$ cat config.mk
export PLATFORM = sky130hd
export DESIGN_NAME = cpu_oam_dma_flat
export DESIGN_NICKNAME = d
export VERILOG_FILES = /design/src/rtl/cpu_oam_dma_pkg.sv /design/src/rtl/cpu_oam_dma_if.sv /design/src/rtl/cpu_oam_dma.sv /design/src/flat_wrapper.sv
export SDC_FILE = /design/constraint.sdc
export NUM_CORES = 1
export LEC_CHECK = 0
export CORE_ASPECT_RATIO = 1.4
export CORE_MARGIN = 8
export CORE_UTILIZATION = 43
export DETAILED_ROUTE_END_ITERATION = 7
export PLACE_DENSITY = 0.9
export SLEW_MARGIN = 20
export SYNTH_ARGS = -nofsm -noshare
export SYNTH_HDL_FRONTEND = slang
export SYNTH_SLANG_ARGS = --single-unit
$ cat constraint.sdc
create_clock -name i_CLK -period 2.9 [get_ports i_CLK]
set_input_delay 0.435 -clock i_CLK [delete_from_list [all_inputs] [get_ports i_CLK]]
set_output_delay 0.435 -clock i_CLK [all_outputs]
set_load 0.1 [all_outputs]
$ cat src/rtl/cpu_oam_dma_pkg.sv
// Shared types and constants for the sprite DMA engine.
// State encoding is 3 bits so ALIGN fits when OAM_DMA_ODD_ALIGN_EN is set.
package cpu_dma_pkg;

  typedef enum logic [2:0] {
    S_IDLE  = 3'd0,
    S_DUMMY = 3'd1,
    S_ALIGN = 3'd2,
    S_READ  = 3'd3,
    S_WRITE = 3'd4
  } dma_state_t;

  localparam logic [15:0] DMA_TRIGGER_ADDR = 16'h4014;
  localparam logic [15:0] OAMDATA_ADDR     = 16'h2004;
  localparam int          DMA_BYTES        = 256;

endpackage

$ cat src/rtl/cpu_oam_dma_if.sv
// CPU snoop inputs and DMA bus outputs of the sprite DMA engine.
// master = console/bench side, slave = the DMA engine.
interface cpu_oam_dma_if;

  logic [15:0] i_CPU_ADDR;
  logic [7:0]  i_CPU_DATA;
  logic        i_CPU_R_WN;
  logic [7:0]  i_BUS_DATA;

  logic        o_PAUSE;
  logic        o_DMA_ACTIVE;
  logic [15:0] o_DMA_ADDR;
  logic [7:0]  o_DMA_DATA;
  logic        o_DMA_R_WN;
  logic        o_BUSY;

  modport master (
    output i_CPU_ADDR,
    output i_CPU_DATA,
    output i_CPU_R_WN,
    output i_BUS_DATA,
    input  o_PAUSE,
    input  o_DMA_ACTIVE,
    input  o_DMA_ADDR,
    input  o_DMA_DATA,
    input  o_DMA_R_WN,
    input  o_BUSY
  );

  modport slave (
    input  i_CPU_ADDR,
    input  i_CPU_DATA,
    input  i_CPU_R_WN,
    input  i_BUS_DATA,
    output o_PAUSE,
    output o_DMA_ACTIVE,
    output o_DMA_ADDR,
    output o_DMA_DATA,
    output o_DMA_R_WN,
    output o_BUSY
  );

endinterface

$ cat src/rtl/cpu_oam_dma.sv
// Sprite DMA: a $4014 write copies page $XX00-$XXFF into OAMDATA.
// Define OAM_DMA_ODD_ALIGN_EN to add the odd-cycle ALIGN stall.
module cpu_oam_dma
  import cpu_dma_pkg::*;
#(
  parameter logic [15:0] TRIGGER_ADDR = DMA_TRIGGER_ADDR,
  parameter logic [15:0] OAMDATA_ADDR = cpu_dma_pkg::OAMDATA_ADDR
) (
  input  logic          i_CLK,
  input  logic          i_RST_N,
  cpu_oam_dma_if.slave  bus
);

  dma_state_t  state;
  logic [7:0]  page;
  logic [7:0]  cnt;
  logic [7:0]  latch;
  logic        trig;
  logic        last;

`ifdef OAM_DMA_ODD_ALIGN_EN
  logic        r_odd;

  always_ff @(posedge i_CLK or negedge i_RST_N) begin
    if (!i_RST_N) r_odd <= 1'b0;
    else          r_odd <= ~r_odd;
  end
`endif

  assign trig = !bus.i_CPU_R_WN &&
                (bus.i_CPU_ADDR == TRIGGER_ADDR);
  assign last = (cnt == 8'(DMA_BYTES - 1));

  always_ff @(posedge i_CLK or negedge i_RST_N) begin
    if (!i_RST_N) begin
      state <= S_IDLE;
      page  <= 8'h00;
      cnt   <= 8'h00;
      latch <= 8'h00;
    end else begin
      unique case (state)
        S_IDLE: begin
          if (trig) begin
            page  <= bus.i_CPU_DATA;
            state <= S_DUMMY;
          end
        end
        S_DUMMY: begin
`ifdef OAM_DMA_ODD_ALIGN_EN
          state <= r_odd ? S_ALIGN : S_READ;
`else
          state <= S_READ;
`endif
        end
`ifdef OAM_DMA_ODD_ALIGN_EN
        S_ALIGN: state <= S_READ;
`endif
        S_READ: begin
          latch <= bus.i_BUS_DATA;
          state <= S_WRITE;
        end
        S_WRITE: begin
          // cnt wraps to 0 on the last byte; page never advances
          cnt   <= cnt + 8'd1;
          state <= last ? S_IDLE : S_READ;
        end
        default: state <= S_IDLE;
      endcase
    end
  end

  // Outputs decode only from registered state, page, cnt and latch.
  always_comb begin
    bus.o_DMA_ACTIVE = 1'b0;
    bus.o_DMA_ADDR   = 16'h0000;
    bus.o_DMA_DATA   = 8'h00;
    bus.o_DMA_R_WN   = 1'b1;
    unique case (1'b1)
      (state == S_READ): begin
        bus.o_DMA_ACTIVE = 1'b1;
        bus.o_DMA_ADDR   = {page, cnt};
      end
      (state == S_WRITE): begin
        bus.o_DMA_ACTIVE = 1'b1;
        bus.o_DMA_ADDR   = OAMDATA_ADDR;
        bus.o_DMA_DATA   = latch;
        bus.o_DMA_R_WN   = 1'b0;
      end
      default: ;
    endcase
  end

  assign bus.o_PAUSE = (state != S_IDLE);
  assign bus.o_BUSY  = (state != S_IDLE);

endmodule

$ cat src/flat_wrapper.sv
// flat-port wrapper written by rule: the top's interface ports become plain ports
module cpu_oam_dma_flat import cpu_dma_pkg::*;
#(
  parameter logic [15:0] TRIGGER_ADDR = DMA_TRIGGER_ADDR,
  parameter logic [15:0] OAMDATA_ADDR = cpu_dma_pkg::OAMDATA_ADDR
)
  (i_CLK, i_RST_N, bus_i_CPU_ADDR, bus_i_CPU_DATA, bus_i_CPU_R_WN, bus_i_BUS_DATA, bus_o_PAUSE, bus_o_DMA_ACTIVE, bus_o_DMA_ADDR, bus_o_DMA_DATA, bus_o_DMA_R_WN, bus_o_BUSY);
  cpu_oam_dma_if bus_i ();
  input  logic i_CLK;
  input  logic i_RST_N;
  input wire logic [$bits(bus_i.i_CPU_ADDR)-1:0] bus_i_CPU_ADDR;
  input wire logic [$bits(bus_i.i_CPU_DATA)-1:0] bus_i_CPU_DATA;
  input wire logic [$bits(bus_i.i_CPU_R_WN)-1:0] bus_i_CPU_R_WN;
  input wire logic [$bits(bus_i.i_BUS_DATA)-1:0] bus_i_BUS_DATA;
  output wire logic [$bits(bus_i.o_PAUSE)-1:0] bus_o_PAUSE;
  output wire logic [$bits(bus_i.o_DMA_ACTIVE)-1:0] bus_o_DMA_ACTIVE;
  output wire logic [$bits(bus_i.o_DMA_ADDR)-1:0] bus_o_DMA_ADDR;
  output wire logic [$bits(bus_i.o_DMA_DATA)-1:0] bus_o_DMA_DATA;
  output wire logic [$bits(bus_i.o_DMA_R_WN)-1:0] bus_o_DMA_R_WN;
  output wire logic [$bits(bus_i.o_BUSY)-1:0] bus_o_BUSY;
  assign bus_i.i_CPU_ADDR = bus_i_CPU_ADDR;
  assign bus_i.i_CPU_DATA = bus_i_CPU_DATA;
  assign bus_i.i_CPU_R_WN = bus_i_CPU_R_WN;
  assign bus_i.i_BUS_DATA = bus_i_BUS_DATA;
  assign bus_o_PAUSE = bus_i.o_PAUSE;
  assign bus_o_DMA_ACTIVE = bus_i.o_DMA_ACTIVE;
  assign bus_o_DMA_ADDR = bus_i.o_DMA_ADDR;
  assign bus_o_DMA_DATA = bus_i.o_DMA_DATA;
  assign bus_o_DMA_R_WN = bus_i.o_DMA_R_WN;
  assign bus_o_BUSY = bus_i.o_BUSY;
  cpu_oam_dma #(.TRIGGER_ADDR(TRIGGER_ADDR), .OAMDATA_ADDR(OAMDATA_ADDR)) u_core (.i_CLK(i_CLK), .i_RST_N(i_RST_N), .bus(bus_i));
endmodule
==> flow_metrics.py <==
metrics = {
    "worst_setup_path": {
        "rrSetupSlack_ps": 930,
        "cp.required_ps": 2470,
        "r2r_end": "u_core.page[4]",
        "crit_path_max_fanout": 16,
        "r2r-start": "u_core.state[2]",
        "crit_path_end": "bus_o_DMA_ADDR[5]",
        "start_kind": "flip-flop",
        "arrival_ps": 1940,
        "worstSetupEndpointType": "primary output",
        "critical_path_class": "flip-flop to primary output",
        "reg2reg_depth": 3,
        "critical_path.startpoint": "u_core.state[1]",
    },
    "clocking": {
        "cts_setup_buffers": 0,
        "clock-sinks": 27,
        "clock_path_buffers": 2,
        "numCtsBuffers": 3,
        "cts_tree": "done",
        "root_buffer": "clkbuf_8",
        "cts_hold_buf": 0,
        "insertion_delay_ps": 260,
        "cts_resized": 0,
        "ctsHtreeMaxLevel": 1,
        "clk_pin_slew_ps": 90,
    },
    "floorplanning": {
        "initial_utilization_pct": 45.0,
        "dieArea_sq_mm": 0.00505,
        "die-height_um": 81.0,
        "die_width_um": 62.4,
        "core_area_sq_mm": 0.00288,
        "num_io_pins": 63,
        "rows": 23,
    },
    "route": {
        "ant_nets": 0,
        "vias": 1067,
        "wl_mm": 3.64,
        "first_pass_iters": 4,
        "vias_per_cell": 4.96,
        "drc": 0,
        "first_iter_violations": 22,
        "wl_per_cell_um": 16.9,
    },
    "global_routing": {
        "overflow": 0,
        "grt_pass1_wl_mm": 5.71,
        "grt_use_total_pct": 13.9,
        "antenna_found_initial": 0,
        "grt_pass1_vias": 1220,
        "grt_max_degree": 28,
    },
    "timing": {
        "setup_violations": 0,
        "tightest_slew_ps": 549,
        "max_slew_margin_pct": 63.1,
        "setup_tns_ps": 0,
        "rsz0062_at_grt": "false",
        "worst_slack_ps": 525,
        "timing.final.max_slew_violations": 0,
        "finClkSkew_ps": 1.61,
        "fin_crit_sh_pct": 81.9,
        "layout_min_cycle_time_ps": 2380,
        "max_freq_mhz": 421,
        "holdWs_ps": 503,
        "final-hold-violation-count": 0,
    },
    "placed_design": {
        "postPlaceCellArea_sq_mm": 0.00223,
        "portBuffers": 62,
        "dp_slack_ps": 428,
        "dp_hpwl_mm": 3.07,
        "place_inst": 211,
        "place_congestion": 0.775,
    },
    "pwr": {
        "p_per_area_mw_per_mm2": 719,
        "vdd_drop_max_v": 0.000610,
        "power_mw": 1.63,
        "leakage_nw": 1.01,
    },
    "finish": {
        "diodes": 0,
        "postLayoutCoreUtil_pct": 79.0,
        "layout_common_cells": "clkdlybuf4s50_1, dfrtp_1, buf_12",
        "final_common_cell": "clkdlybuf4s50_1",
        "drive_gt1_share_pct": 31.5,
        "final_nets": 215,
        "stdcell_count": 215,
        "fin_area_sq_mm": 0.00227,
        "area_delta_synth_final_pct": 75.3,
    },
    "logic_synthesis": {
        "ys_seq_area_share_pct": 52.1,
        "syn_inst": 113,
        "synth.distinct_cells": 22,
        "avgSynthCellArea_sq_um": 11.5,
        "syn_nets": 149,
        "yosys_warnings": 0,
        "synthesis.area_sq_mm": 0.00130,
        "ys_ff_latch": 27,
    },
    "worst_hold_path": {
        "hold_path_class": "flip-flop to flip-flop",
    },
    "run": {
        "cap_violations": 0,
    },
    "outcome": {
        "status": "finished clean",
    },
}
[state kept, by name, indices dropped and copies added, names as in the netlist]
register	count
u_core.latch	8
u_core.page	8
u_core.cnt	8
u_core.state	3
[metal layers]
metal | global-route usage [%] | up-vias | wire length (um)
met5 | 0 | - | 0
met4 | 2.75 | 0 | 14
met3 | 3.71 | 2 | 173
met2 | 28.8 | 32 | 2210
met1 | 13.4 | 525 | 1240
li1 | - | 508 | -
[final cells by class]
| class | instances | area, sq um |
|---|---|---|
| clock inverter | 1 | 5.00 |
| sequential | 27 | 676 |
| clock buffer | 3 | 41.3 |
| timing repair buffer | 65 | 898 |
| tap | 37 | 46.3 |
| fill | 167 | 606 |
| multi-input combinational | 81 | 602 |
| inverter | 1 | 3.75 |
[synthesized netlist by cell type]
cell | count | area (sq um)
nand2_1 | 11 | 41.3
xnor2_1 | 4 | 35.0
nor4b_1 | 2 | 17.5
buf_4 | 1 | 7.51
ha_1 | 1 | 12.5
dfrtp_1 | 27 | 676
nor4_4 | 1 | 21.3
or4_4 | 1 | 11.3
nand3_1 | 2 | 10.0
o21ai_0 | 3 | 15.0
nor3b_1 | 1 | 7.51
mux2_2 | 17 | 191
and3_1 | 1 | 6.26
nor2_1 | 6 | 22.5
nor3_1 | 1 | 5.00
clkbuf_1 | 3 | 11.3
nand4_1 | 3 | 18.8
or3_4 | 1 | 11.3
and2_1 | 22 | 138
xor2_1 | 3 | 26.3
inv_1 | 1 | 3.75
o21a_1 | 1 | 7.51
[cells by family (layout without fill, tap and decap cells)]
group                      count (synthesis)  after routing  share of synthesized area (%)
muxes                                     17             17                           14.8
buffers and inverters                      5             70                           1.74
DFF                                       27             27                           52.1
adders and majority gates                  1              1                          0.965
AOI/OAI and AO/OA                          4              4                           1.74
xor gates and xnor gates                   7              7                           4.73
and+or+nand+nor                           52             52                           23.9
[where the power goes]
part | internal, mW | switching [mW] | total (mW) | leakage [nW]
logic | 0.324 | 0.561 | 0.885 | 0.626
registers | 0.472 | 0.0710 | 0.542 | 0.354
clock network | 0.0960 | 0.110 | 0.206 | 0.0255
total | 0.891 | 0.742 | 1.63 | 1.01
[worst max-delay path, stage by stage, from the launching register on]
cell	delay, ps
dfrtp_1	420
nand2_1	110
nor2_1	430
buf_4	310
and2_1	210
buf_12	180
[worst min-delay path by stage]
stage,startpoint,to,slack (ps),cells after the start
detailed placement,u_core.cnt[6],u_core.cnt[6],490,1
global placement,u_core.cnt[7],u_core.cnt[7],470,1
global route,u_core.latch[4],u_core.latch[4],510,1
floorplan,i_RST_N,u_core.cnt[0],140,0
CTS,u_core.cnt[6],u_core.cnt[6],500,1
finish,u_core.latch[4],u_core.latch[4],500,1
No activity file was read; power rests on OpenSTA's default activity.
